===== src/rtl/add_pkg.sv =====
// Shared definitions for the nibble-serial adder sequencer.
package add_pkg;

  localparam int NIBBLE_W = 4;

  typedef enum logic [1:0] {
    IDLE = 2'd0,
    RUN  = 2'd1,
    DONE = 2'd2
  } state_t;

endpackage


===== src/rtl/nibble_add.sv =====
// Combinational 4-bit adder slice with carry-in; the only adder in the sequencer.
module nibble_add (
  input  logic [3:0] x,
  input  logic [3:0] y,
  input  logic       ci,
  output logic [3:0] s,
  output logic       co
);

  assign {co, s} = {1'b0, x} + {1'b0, y} + {4'b0000, ci};

endmodule


===== src/rtl/add_seq.sv =====
// Multi-cycle adder: adds two NIBBLES-nibble operands through one shared 4-bit slice,
// least-significant nibble first, publishing sum/cout on entry to DONE.
module add_seq
  import add_pkg::*;
#(
  parameter int NIBBLES = 4
) (
  input  logic                         clk,
  input  logic                         rst,
  input  logic                         start,
  input  logic [NIBBLE_W*NIBBLES-1:0]  a,
  input  logic [NIBBLE_W*NIBBLES-1:0]  b,
  output logic                         busy,
  output logic                         done,
  output logic [NIBBLE_W*NIBBLES-1:0]  sum,
  output logic                         cout,
  output state_t                       state
);

  localparam int W     = NIBBLE_W * NIBBLES;
  localparam int IDX_W = (NIBBLES > 1) ? $clog2(NIBBLES) : 1;

  // Handshake: start is a level sampled only in IDLE; done is a one-cycle pulse
  // and sum/cout are valid from that pulse until the next completed operation.

  state_t               state_next;
  logic [W-1:0]         op_a;
  logic [W-1:0]         op_b;
  logic [W-1:0]         acc;
  logic [W-1:0]         acc_next;
  logic                 carry;
  logic [IDX_W-1:0]     idx;
  logic                 last;
  logic [NIBBLE_W-1:0]  slice_x;
  logic [NIBBLE_W-1:0]  slice_y;
  logic [NIBBLE_W-1:0]  slice_s;
  logic                 slice_co;

  assign last = (idx == IDX_W'(NIBBLES - 1));
  assign busy = (state == RUN);
  assign done = (state == DONE);

  always_comb begin
    slice_x  = op_a[int'(idx)*NIBBLE_W +: NIBBLE_W];
    slice_y  = op_b[int'(idx)*NIBBLE_W +: NIBBLE_W];
    acc_next = acc;
    acc_next[int'(idx)*NIBBLE_W +: NIBBLE_W] = slice_s;
  end

  nibble_add u_slice (
    .x  (slice_x),
    .y  (slice_y),
    .ci (carry),
    .s  (slice_s),
    .co (slice_co)
  );

  always_ff @(posedge clk) begin
    if (rst) state <= IDLE;
    else     state <= state_next;
  end

  always_comb begin
    state_next = state;
    case (state)
      IDLE:    if (start) state_next = RUN;
      RUN:     if (last)  state_next = DONE;
      DONE:    state_next = IDLE;
      default: state_next = IDLE;
    endcase
  end

  // The result registers load from acc_next so the final nibble lands in sum
  // on the same edge that enters DONE.
  always_ff @(posedge clk) begin
    if (rst) begin
      op_a  <= '0;
      op_b  <= '0;
      acc   <= '0;
      carry <= 1'b0;
      idx   <= '0;
      sum   <= '0;
      cout  <= 1'b0;
    end else begin
      case (state)
        IDLE: begin
          if (start) begin
            op_a  <= a;
            op_b  <= b;
            acc   <= '0;
            carry <= 1'b0;
            idx   <= '0;
          end
        end
        RUN: begin
          acc   <= acc_next;
          carry <= slice_co;
          if (last) begin
            idx  <= '0;
            sum  <= acc_next;
            cout <= slice_co;
          end else begin
            idx <= idx + IDX_W'(1);
          end
        end
        default: ;
      endcase
    end
  end

endmodule


===== config.mk =====
export PLATFORM = sky130hd
export DESIGN_NAME = add_seq
export DESIGN_NICKNAME = d
export VERILOG_FILES = /design/src/rtl/add_pkg.sv /design/src/rtl/nibble_add.sv /design/src/rtl/add_seq.sv
export SDC_FILE = /design/constraint.sdc
export NUM_CORES = 1
export LEC_CHECK = 0
export BUFFER_PORTS_ARGS = -buffer_cell sky130_fd_sc_hd__buf_2
export CAP_MARGIN = 20
export CORE_MARGIN = 3
export CORE_UTILIZATION = 55
export CTS_CLUSTER_SIZE = 40
export DETAILED_ROUTE_END_ITERATION = 16
export GPL_ROUTABILITY_DRIVEN = 0
export PLACE_DENSITY = 0.76
export SKIP_CTS_REPAIR_TIMING = 1
export SLEW_MARGIN = 20
export SYNTH_ARGS = -nofsm -noshare
export SYNTH_HDL_FRONTEND = slang
export SYNTH_HIERARCHICAL = 1
export SYNTH_SLANG_ARGS = --single-unit

===== constraint.sdc =====
create_clock -name clk -period 3.6 [get_ports clk]
set_input_delay 0 -clock clk [delete_from_list [all_inputs] [get_ports clk]]
set_output_delay 0 -clock clk [all_outputs]
set_load 0.005 [all_outputs]

* Yosys cells after proc, flatten, opt, wreduce, memory -nomap -nowiden
Index checks and enable logic that the tools add are counted.
Widths: inputs -> output; s select.
** Word-level totals
- Register bits after elaboration :: 70
- Input bits :: 35
- Output and inout bits :: 21
- Logic and storage cells :: 38
** Cells by class
- Add/subtract/negate cells :: 4
- Equal/unequal tests :: 5
- Shift operators :: 4
- Muxes and demuxes :: 11
- Reductions and logical operators :: 6
** Operators with widths (count)
- $neg 4->33 :: 1
- $shift 4x33->16 const A :: 1
- $shiftx 4x33->16 :: 1
- $pmux 16 s2 :: 1
- $shiftx 16x5->4 :: 2
- $bwmux 16 :: 1
- $mux 16 :: 1
- $mux 2 :: 4
- $pmux 2 s2 :: 2
- $reduce_and 2->1 :: 4
- $add 4x4->5 :: 1
- $add 5x1->5 :: 1
- $eq 2x2->1 const B :: 2
- $add 2x1->2 const B :: 1
- $eq 2x1->1 const B :: 1
- $logic_not 2->1 :: 1
- $ne 2x1->1 const B :: 1
- $ne 2x2->1 const B :: 1
- $pmux 1 s2 :: 1
- $reduce_bool 2->1 :: 1
- $mux 1 :: 1

* Depth between registers and ports, before layout
Gate-level depths: netlist of run 1.
- Word-level depth :: 6
- Depth in mapped cells :: 11

* Hierarchy
Netlist of run 1, hierarchy kept.
** By module, submodules not included
- add_seq :: times used 1, cells an instance 333, area each 3085.5 µm², seq. area each 1401.3 µm²
- nibble_add :: times used 1, cells an instance 16, area each 143.9 µm², seq. area each 0.0 µm²

* Worst setup path after synthesis of run 1
Ideal clock, no wire load.
- Path type :: reg2reg
- Start point :: reg idx[0]
- End point :: reg sum[9]
- Setup time :: 0.078 ns
- Arrival :: 2.723 ns
- Data required time :: 3.522 ns
- Slack :: 0.798 ns
- Cell stages (with the launch flop) :: 11
- Path through :: dfxtp_1 > buf_6 > buf_4 > mux4_2 > fa_1 > inv_1 > fa_1 > inv_1 > nor4bb_1 > a211oi_1 > nor3_1
** Between the ends
- Cells in the longest elaborated chain, start to end :: 5
** RTL lines
- start: declaration :: line add_seq.sv:32 : logic [IDX_W-1:0] idx;
- start signal: assignment :: line add_seq.sv:103 : idx <= idx + IDX_W'(1);
- $shiftx 16x5->4 :: line add_seq.sv:45 : slice_y = op_b[int'(idx)*NIBBLE_W +: NIBBLE_W];
- named net slice_y[0] :: line add_seq.sv:35 : logic [NIBBLE_W-1:0] slice_y;
- $add 4x4->5 :: line nibble_add.sv:10 : assign {co, s} = {1'b0, x} + {1'b0, y} + {4'b0000, ci};
- $add 5x1->5 :: line nibble_add.sv:10
- named net slice_s[1] :: line add_seq.sv:36 : logic [NIBBLE_W-1:0] slice_s;
- $shiftx 4x33->16 :: line add_seq.sv:47 : acc_next[int'(idx)*NIBBLE_W +: NIBBLE_W] = slice_s;
- $bwmux 16 :: line add_seq.sv:47
- end signal: assignment :: line add_seq.sv:100 : sum <= acc_next;
- end: declaration :: line add_seq.sv:15 : output logic [NIBBLE_W*NIBBLES-1:0] sum,
The timed path passes the listed nets, and every way through them passes these cells.
A chain may end at the register's enable or synchronous reset.

* Worst setup path after layout of run 1
Ends and elaborated chain as after synthesis.

==> flow_metrics.env, run 1 <==
export IMPL_grt_start_max_net_pins=46
export IMPL_drive_gt1_share_pct=22.5
export IMPL_cp_endpoint="sum[9]"
export IMPL_worstHoldPathType="in2reg"
export IMPL_p_leak_nw=1.60
export IMPL_rsz0062_at_grt="false"
export IMPL_synth_commonest_cells="dfxtp_1 (70), nand2_1 (68), a21oi_1 (38), nor2_1 (20), nor2b_1 (13)"
export IMPL_fill_cells=448
export IMPL_avgSynthCellArea_um2=9.25
export IMPL_finalCritPeriodShare_pct=83.5
export IMPL_r2r_cells=8
export IMPL_worstPathCellList="mux4_2 > fa_1 > inv_1 > fa_1 > inv_1 > nor4bb_1 > a211oi_1 > nor3_1"
export IMPL_run_status="complete, no violations"
export IMPL_clkPwrFrac_pct=37.9
export IMPL_r2r_end="sum[9]"
export IMPL_ys_seq_area_share_pct=43.4
export IMPL_ir_worst_vdd_uv=308
export IMPL_layout_min_cycle_time_ps=3000
export IMPL_max_slew_worst_pin_slew_ps=808
export IMPL_p_int_mw=1.26
export IMPL_ant_nets=0
export IMPL_cp_top_family="adder cells"
export IMPL_clock_skew_ps=6.65
export IMPL_cp_num_cells=8
export IMPL_numCtsBuffers=9
export IMPL_p_per_area_nw_per_um2=420
export IMPL_cts_max_level=3
export IMPL_path_buf_inv=2
export IMPL_synth_edff_count=0
export IMPL_dr_pass1_iters=5
export IMPL_design_core_area_um2=5610
export IMPL_cp_slowest_cell="dfxtp_1"
export IMPL_io_buffers=55
export IMPL_io_pins=56
export IMPL_ys_warn_count=6
export IMPL_grt_pass1_vias=2410
export IMPL_netSwitchingFraction_pct=25.3
export IMPL_p_seq_share_pct=48.7
export IMPL_p_switching_mw=0.427
export IMPL_vias=2759
export IMPL_tns_ps=0
export IMPL_die_w_um=82.6
export IMPL_slew_headroom_pct=45.8
export IMPL_critPathMaxFanout=9
export IMPL_grt_overflow=0
export IMPL_start_util_pct=57.6
export IMPL_startpoint_type="flip-flop"
export IMPL_routedWlPerCell_um=14.9
export IMPL_clk_path_buf_depth=2
export IMPL_synth_top_area_cell="dfxtp_1"
export IMPL_vias_per_cell=5.47
export IMPL_netlist_instances=349
export IMPL_die_area_um2=6830
export IMPL_cp_end_kind="flip-flop"
export IMPL_fin_nets=473
export IMPL_netlist_top_cells_area="dfxtp_1 (43%), nand2_1 (7.9%), a21oi_1 (5.9%)"
export IMPL_synth_area_um2=3230
export IMPL_ys_types=45
export IMPL_tritoncts="yes"
export IMPL_async_flop_share_pct=0
export IMPL_yosys_most_used_dff="dfxtp_1"
export IMPL_path_clk_slew_ps=70
export IMPL_drt_initial_drc_count=151
export IMPL_drv_slew=0
export IMPL_hold_ws_ps=47.5
export IMPL_cts_root_buffer="clkbuf_8"
export IMPL_critPathMaxStageDelay_ps=660
export IMPL_critPathRequiredTime_ps=3870
export IMPL_comb_power_share_pct=13.4
export IMPL_r2r_setup_slack_ps=600
export IMPL_num_rows=27
export IMPL_diodes=0
export IMPL_dp_hpwl_um=4760
export IMPL_hold_violations=0
export IMPL_setup_viol=0
export IMPL_grt_pass1_wl_um=11300
export IMPL_syn2layout_area_growth_pct=24.4
export IMPL_grt_usage_pct=22.1
export IMPL_drt_total_wl_um=7500
export IMPL_syn_nets=395
export IMPL_ys_seq_elements=70
export IMPL_antenna_found_initial=0
export IMPL_synth_top_area_share_pct=43.4
export IMPL_die_h_um=82.6
export IMPL_fmax_mhz=333
export IMPL_regToRegStartpoint="idx[0]"
export IMPL_critPathLaunch="idx[0]"
export IMPL_drc=0
export IMPL_yosysMostFrequentCell="dfxtp_1"
export IMPL_criticalPathCategory="reg2reg"
export IMPL_insertion_delay_ps=340
export IMPL_clock_sinks=70
export IMPL_max_cap_viol_count=0
export IMPL_worstPathArrival_ps=3270
## power groups by stage
| stage | sequential, mW | combinational, mW | clock (mW) |
|---|---|---|---|
| 2_1_floorplan | 0.828 | 0.150 | 0 |
| 3_5_place_dp | 0.840 | 0.194 | 0 |
| 3_3_place_gp | 0.839 | 0.191 | 0 |
| 4_1_cts | 0.822 | 0.195 | 0.649 |
| 6_report | 0.822 | 0.227 | 0.639 |
| 5_1_grt | 0.825 | 0.250 | 0.679 |
## sequential cells by signal, summed over array words and instances (netlist names)
name and flops:
carry 1, sum 16, state 2, idx 2
op_a 16, cout 1, acc 16, op_b 16
## per-layer routing
| metal | part of all wire (%) | GRT usage [%] | up-vias |
|---|---|---|---|
| met4 | 2.6 | 10.5 | 0 |
| met1 | 43 | 27.1 | 1268 |
| met2 | 50 | 36.9 | 91 |
| met5 | 0 | 0 | - |
| met3 | 4.9 | 4.66 | 18 |
| li1 | - | - | 1382 |
## stage by stage
stage / area, um^2 / power (mW) / instances / util, % / setup slack [ps]
after floorplan: 3230 / 0.978 / 349 / - / 798
after global placement: 3480 / 1.03 / 455 / 62.1 / 645
after detailed placement: 3480 / 1.03 / 455 / 62.1 / 604
after CTS: 3690 / 1.67 / 471 / 65.7 / 561
after global routing: 4020 / 1.75 / 504 / 71.6 / 361
final: 4020 / 1.69 / 504 / 71.6 / 595
## kinds of logic (layout without fill, tap and decap cells)
kind of cell / Yosys count / count (layout) / synth area share [%]
and+or+nand+nor: 139 / 139 / 21.7
AOI/OAI and AO/OA: 80 / 80 / 17.4
DFF: 70 / 70 / 43.4
buffers and inverters: 36 / 119 / 5.70
adders and majority gates: 11 / 11 / 4.73
muxes: 11 / 11 / 6.63
xor gates and xnor gates: 2 / 2 / 0.543
## worst register-to-register path: cells and delay by family, from the launching register on
| family | cells | cell delay [ps] |
|---|---|---|
| AOI/OAI and AO/OA | 1 | 110 |
| muxes | 1 | 590 |
| buffers and inverters | 2 | 300 |
| adders and majority gates | 2 | 850 |
| DFF | 1 | 660 |
| and+or+nand+nor | 2 | 420 |
## worst min path at each step
stage           from  endpoint  slack [ps]  cells after the start
4_1_cts         a[9]   op_a[9]        -120                      3
3_3_place_gp   b[10]  op_b[10]         240                      3
2_1_floorplan   a[0]   op_a[0]         140                      2
3_5_place_dp    a[9]   op_a[9]         250                      3
5_1_grt          rst  state[0]          50                      2
6_report         rst  state[0]          50                      2
## final cells by class
cell class | instances | area (um^2) | area share (%)
clock buffers | 13 | 159 | 3.96
clock inverters | 3 | 42.5 | 1.06
inverters | 12 | 45.0 | 1.12
multi-input cells | 243 | 1650 | 41.1
flip-flops and latches | 70 | 1400 | 34.9
well taps | 72 | 90.1 | 2.24
repair buffers | 91 | 629 | 15.7
## placed cells by master, fill, tap and decap left out, types with 4 or more instances in the layout
master          n
a311oi_1        8
dlygate4sd3_1  32
nor2_1         20
clkbuf_8       11
a22o_1         12
nand4_1         4
nand2b_1        9
mux4_2          8
dfxtp_1        70
o32ai_1         4
nor3_1          6
buf_2          55
nand2_1        68
nor2b_1        13
ha_1            9
a31oi_1         4
a21oi_1        38
inv_1          12
a211oi_2        4
Power figures use the tool's default switching activity.
==> run 2: changes to the inputs <==
CORE_UTILIZATION = 50   (was 55)
PLACE_DENSITY = 0.72   (was 0.76)
clock period = 2.7 ns   (was 3.6 ns; I/O delays follow)
==> run 2 against run 1 <==
Register-to-register slack lost 480 ps. Final cell count grew 1.8%. Clock power grew 49%. Critical path depth is the same. Fmax grew 16%. First-iteration DRC count grew 13%. Setup slack lost 480 ps. Sequential cell count is the same. Largest power group unchanged.
==> flow_metrics.env, run 2 (synthesized netlist as in run 1, its figures left out) <==
export IMPL_clock_skew_ps=8.28
export IMPL_p_int_mw=1.79
export IMPL_io_buffers=55
export IMPL_design_core_area_um2=6100
export IMPL_clock_sinks=70
export IMPL_cts_max_level=3
export IMPL_finalCritPeriodShare_pct=95.9
export IMPL_grt_overflow=0
export IMPL_hold_violations=0
export IMPL_p_per_area_nw_per_um2=574
export IMPL_vias=2720
export IMPL_tritoncts="yes"
export IMPL_clk_path_buf_depth=2
export IMPL_fmax_mhz=386
export IMPL_numCtsBuffers=9
export IMPL_num_rows=28
export IMPL_total_power_mw=2.37
export IMPL_dp_hpwl_um=4990
export IMPL_start_util_pct=53.0
export IMPL_critPathMaxStageDelay_ps=530
export IMPL_p_seq_share_pct=46.2
export IMPL_r2r_setup_slack_ps=110
export IMPL_comb_power_share_pct=13.6
export IMPL_drt_total_wl_um=7640
export IMPL_ant_nets=0
export IMPL_layout_min_cycle_time_ps=2590
export IMPL_grt_usage_pct=19.9
export IMPL_grt_start_max_net_pins=36
export IMPL_insertion_delay_ps=330
export IMPL_slew_headroom_pct=54.6
export IMPL_drt_initial_drc_count=170
export IMPL_mostFrequentLayoutCells="dfxtp_1 (69), nand2_1 (68), buf_2 (55)"
export IMPL_hold_ws_ps=161
export IMPL_worstPathCellList="mux4_2 > fa_1 > inv_1 > fa_1 > inv_2 > nor4bb_4 > a211oi_1 > nor3_1"
export IMPL_drv_slew=0
export IMPL_max_slew_worst_pin_slew_ps=682
export IMPL_cp_slowest_cell="mux4_2"
export IMPL_cts_root_buffer="clkbuf_8"
export IMPL_setup_viol=0
export IMPL_fill_cells=499
export IMPL_die_h_um=86.4
export IMPL_run_status="complete, no violations"
export IMPL_p_leak_nw=1.65
export IMPL_netSwitchingFraction_pct=24.5
export IMPL_path_clk_slew_ps=80
export IMPL_max_cap_viol_count=0
export IMPL_dr_pass1_iters=4
export IMPL_cp_end_kind="flip-flop"
export IMPL_critPathRequiredTime_ps=2960
export IMPL_final_cells=513
export IMPL_die_w_um=86.4
export IMPL_die_area_um2=7460
export IMPL_fin_nets=479
export IMPL_syn2layout_area_growth_pct=27.7
export IMPL_antenna_found_initial=0
export IMPL_criticalPathCategory="reg2reg"
export IMPL_cp_common_cell="fa_1"
export IMPL_final_common_cell="dfxtp_1"
export IMPL_io_pins=56
export IMPL_grt_pass1_vias=2451
export IMPL_ir_worst_vdd_uv=382
export IMPL_worstHoldPathType="in2reg"
export IMPL_worstPathArrival_ps=2850
export IMPL_diodes=0
export IMPL_p_switching_mw=0.580
export IMPL_clkPwrFrac_pct=40.2
export IMPL_startpoint_type="flip-flop"
export IMPL_dp_cells=465
export IMPL_critPathMaxFanout=7
export IMPL_drc=0
export IMPL_vias_per_cell=5.30
export IMPL_grt_pass1_wl_um=11800
export IMPL_drive_gt1_share_pct=24.4
export IMPL_routedWlPerCell_um=14.9
==> run 2: cell count changes in the layout (fill, tap and decap cells not counted), sizes merged <==
cell,previous run,this run
clkbuf,13,11
clkinv,1,2
buf,59,65
bufinv,1,2
==> run 2: final timing paths <==
| path | from | end | cells after the start |
|---|---|---|---|
| setup reg to reg | idx[0] | sum[9] | 8 |
| setup / recovery | idx[0] | sum[9] | 8 |
| hold / removal | start | acc[2] | 3 |
| hold reg to reg | op_a[13] | op_a[13] | 2 |
==> run 2: area by class of cell <==
type                       instances  area [um^2]  area share (%)
clock buffer                      11          151            3.67
clock inverter                     5         81.3            1.97
sequential                        70         1410            34.1
tap                               75         93.8            2.27
timing repair buffer              97          683            16.6
multi-input combinational        243         1670            40.4
inverter                          12         45.0            1.09
==> run 2: metrics by stage <==
step | area [um^2] | TNS (ps) | utilization (%) | setup WS [ps]
6_report | 4130 | 0 | 67.7 | 110
5_1_grt | 4130 | -19.8 | 67.7 | -19.8
4_1_cts | 3790 | 0 | 62.1 | 54.5
3_5_place_dp | 3550 | 0 | 58.3 | 59.5
3_3_place_gp | 3550 | 0 | 58.3 | 119
2_1_floorplan | 3240 | 0 | - | 28.9
==> run 2: worst max-delay path, delay by kind of cell, from the launching register on <==
family / cells / cell delay (ps)
compound gates: 1 / 100
mux: 1 / 530
flops: 1 / 400
buf+inv: 2 / 240
simple gates: 2 / 390
fa+ha+maj: 2 / 880
==> run 2: power groups by stage <==
stage               registers, mW  logic (mW)  clock network [mW]
global placement             1.11       0.274                   0
CTS                          1.09       0.280               0.972
detailed placement           1.12       0.278                   0
floorplan                    1.10       0.203                   0
global route                 1.10       0.352                1.02
finish                       1.09       0.322               0.952
==> run 2: routing by layer <==
| layer | track usage (%) | routed length, um | vias to the layer above |
|---|---|---|---|
| li1 | - | - | 1391 |
| met1 | 25.7 | 3360 | 1259 |
| met2 | 33.1 | 3880 | 62 |
| met3 | 3.99 | 305 | 8 |
| met4 | 6.80 | 94 | 0 |
| met5 | 0 | 0 | - |
==> run 3: changes to the inputs <==
CELL_PAD_IN_SITES_DETAIL_PLACEMENT = 1   (was unset)
CELL_PAD_IN_SITES_GLOBAL_PLACEMENT = 1   (was unset)
CORE_UTILIZATION = 38   (was 50)
==> run 3 against run 2 <==
Setup slack better by 26 ps. Largest power group unchanged. First-iteration DRC count down 54%. Fmax up 1.0%. Power down 5.5%. Combinational power up 7.1%. Sequential cell count unchanged. Core utilization down 16 points. Final cell count up 5.8%. Design area up 0.27%. Clock skew about the same. Register-to-register slack better by 30 ps. Hold slack better by 23 ps.
==> flow_metrics.env, run 3 (synthesized netlist as in run 1, its figures left out) <==
export IMPL_die_h_um=98.2
export IMPL_dr_pass1_iters=4
export IMPL_slew_headroom_pct=54.2
export IMPL_diodes=0
export IMPL_netSwitchingFraction_pct=25.9
export IMPL_finalCritPeriodShare_pct=94.9
export IMPL_critPathMaxStageDelay_ps=520
export IMPL_postLayoutCoreUtil_pct=51.9
export IMPL_drt_total_wl_um=8810
export IMPL_regToRegStartpoint="idx[0]"
export IMPL_p_int_mw=1.66
export IMPL_run_status="complete, no violations"
export IMPL_criticalPathCategory="reg2reg"
export IMPL_p_leak_nw=1.65
export IMPL_holdPathStages=3
export IMPL_syn2layout_area_growth_pct=28.1
export IMPL_fin_nets=483
export IMPL_drive_gt1_share_pct=24.5
export IMPL_drv_slew=0
export IMPL_numCtsBuffers=9
export IMPL_clkPwrFrac_pct=35.7
export IMPL_clk_path_buf_depth=2
export IMPL_ant_nets=0
export IMPL_grt_start_max_net_pins=33
export IMPL_tns_ps=0
export IMPL_grt_usage_pct=17.2
export IMPL_path_buf_inv=2
export IMPL_rsz0062_at_grt="false"
export IMPL_design_core_area_um2=7970
export IMPL_cts_root_buffer="clkbuf_8"
export IMPL_p_seq_share_pct=48.9
export IMPL_critPathMaxFanout=6
export IMPL_drt_initial_drc_count=78
export IMPL_worstHoldPathType="in2reg"
export IMPL_dp_hpwl_um=5870
export IMPL_clock_sinks=70
export IMPL_cts_max_level=3
export IMPL_grt_pass1_wl_um=13500
export IMPL_cp_top_family="adder cells"
export IMPL_vias=2800
export IMPL_drc=0
export IMPL_io_pins=56
export IMPL_io_buffers=55
export IMPL_worstPathCellList="mux4_2 > fa_1 > inv_1 > fa_1 > inv_4 > nor4bb_2 > a211oi_1 > nor3_1"
export IMPL_start_util_pct=40.5
export IMPL_setup_viol=0
export IMPL_grt_pass1_vias=2740
export IMPL_final_common_cell="dfxtp_1"
export IMPL_r2r_cells=8
export IMPL_cp_common_cell="fa_1"
export IMPL_num_rows=32
export IMPL_p_per_area_nw_per_um2=540
export IMPL_startpoint_type="flip-flop"
export IMPL_seqCellArea_um2=1410
export IMPL_multi_input_area_um2=1660
export IMPL_dp_cells=494
export IMPL_insertion_delay_ps=340
export IMPL_layout_min_cycle_time_ps=2560
export IMPL_min_delay_start="start"
export IMPL_hold_ws_ps=184
export IMPL_r2r_end="sum[9]"
export IMPL_final_cells=543
export IMPL_total_power_mw=2.24
export IMPL_mostFrequentLayoutCells="dfxtp_1 (69), nand2_1 (68), buf_2 (55)"
export IMPL_critPathRequiredTime_ps=2960
export IMPL_clock_skew_ps=8.42
export IMPL_cp_slowest_cell="mux4_2"
export IMPL_holdPathEnd="acc[0]"
export IMPL_die_area_um2=9640
export IMPL_cp_end_kind="flip-flop"
export IMPL_antenna_found_initial=0
export IMPL_r2r_setup_slack_ps=140
export IMPL_routedWlPerCell_um=16.2
export IMPL_ir_worst_vdd_uv=230
export IMPL_worstPathArrival_ps=2830
export IMPL_fmax_mhz=390
export IMPL_max_cap_viol_count=0
export IMPL_fill_cells=909
export IMPL_comb_power_share_pct=15.4
export IMPL_max_slew_worst_pin_slew_ps=687
export IMPL_path_clk_slew_ps=70
export IMPL_tritoncts="yes"
export IMPL_p_switching_mw=0.579
export IMPL_die_w_um=98.2
export IMPL_vias_per_cell=5.16
export IMPL_hold_violations=0
export IMPL_grt_overflow=0
## run 3: worst max-delay path by stage
stage           start     end  cells past startpoint
5_1_grt        idx[0]  sum[9]                      8
6_report       idx[0]  sum[9]                      8
4_1_cts        idx[0]  sum[9]                      8
2_1_floorplan  idx[0]  sum[9]                     10
3_5_place_dp   idx[0]  sum[9]                      8
3_3_place_gp   idx[0]  sum[9]                      8
## run 3: per-stage QoR
stage | setup WS (ps) | area (um^2)
final | 136 | 4140
after detailed placement | 117 | 3600
after global routing | 17.7 | 4140
after floorplan | 28.9 | 3240
after CTS | 101 | 3790
after global placement | 191 | 3600
## run 3: final cells by class
cell class | count | share of cell area [%]
inverters | 12 | 1.15
repair buffers | 101 | 17.2
flip-flops and latches | 70 | 34.0
multi-input cells | 243 | 40.0
clock buffers | 15 | 4.51
well taps | 102 | 3.09
## run 3: routing by layer
metal  up-vias  global-route usage, %  share of wire, %
met5         -                      0                 0
met4         0                   7.04               1.5
li1       1398                      -                 -
met2        50                   28.4                49
met3        11                   2.71               3.0
met1      1341                   22.6                47
## run 3: worst reg2reg max path, cell delays in order (launching register included)
cell and delay, ps:
dfxtp_4 380, mux4_2 520, fa_1 480, inv_1 90, fa_1 450, inv_4 110
nor4bb_2 200, a211oi_1 110, nor3_1 170
## run 3: power groups by stage
| stage | sequential (mW) | clock (mW) | combinational, mW |
|---|---|---|---|
| after floorplan | 1.10 | 0 | 0.203 |
| after global placement | 1.12 | 0 | 0.286 |
| after detailed placement | 1.12 | 0 | 0.294 |
| after CTS | 1.09 | 0.826 | 0.296 |
| after global routing | 1.10 | 0.857 | 0.378 |
| final | 1.09 | 0.798 | 0.345 |
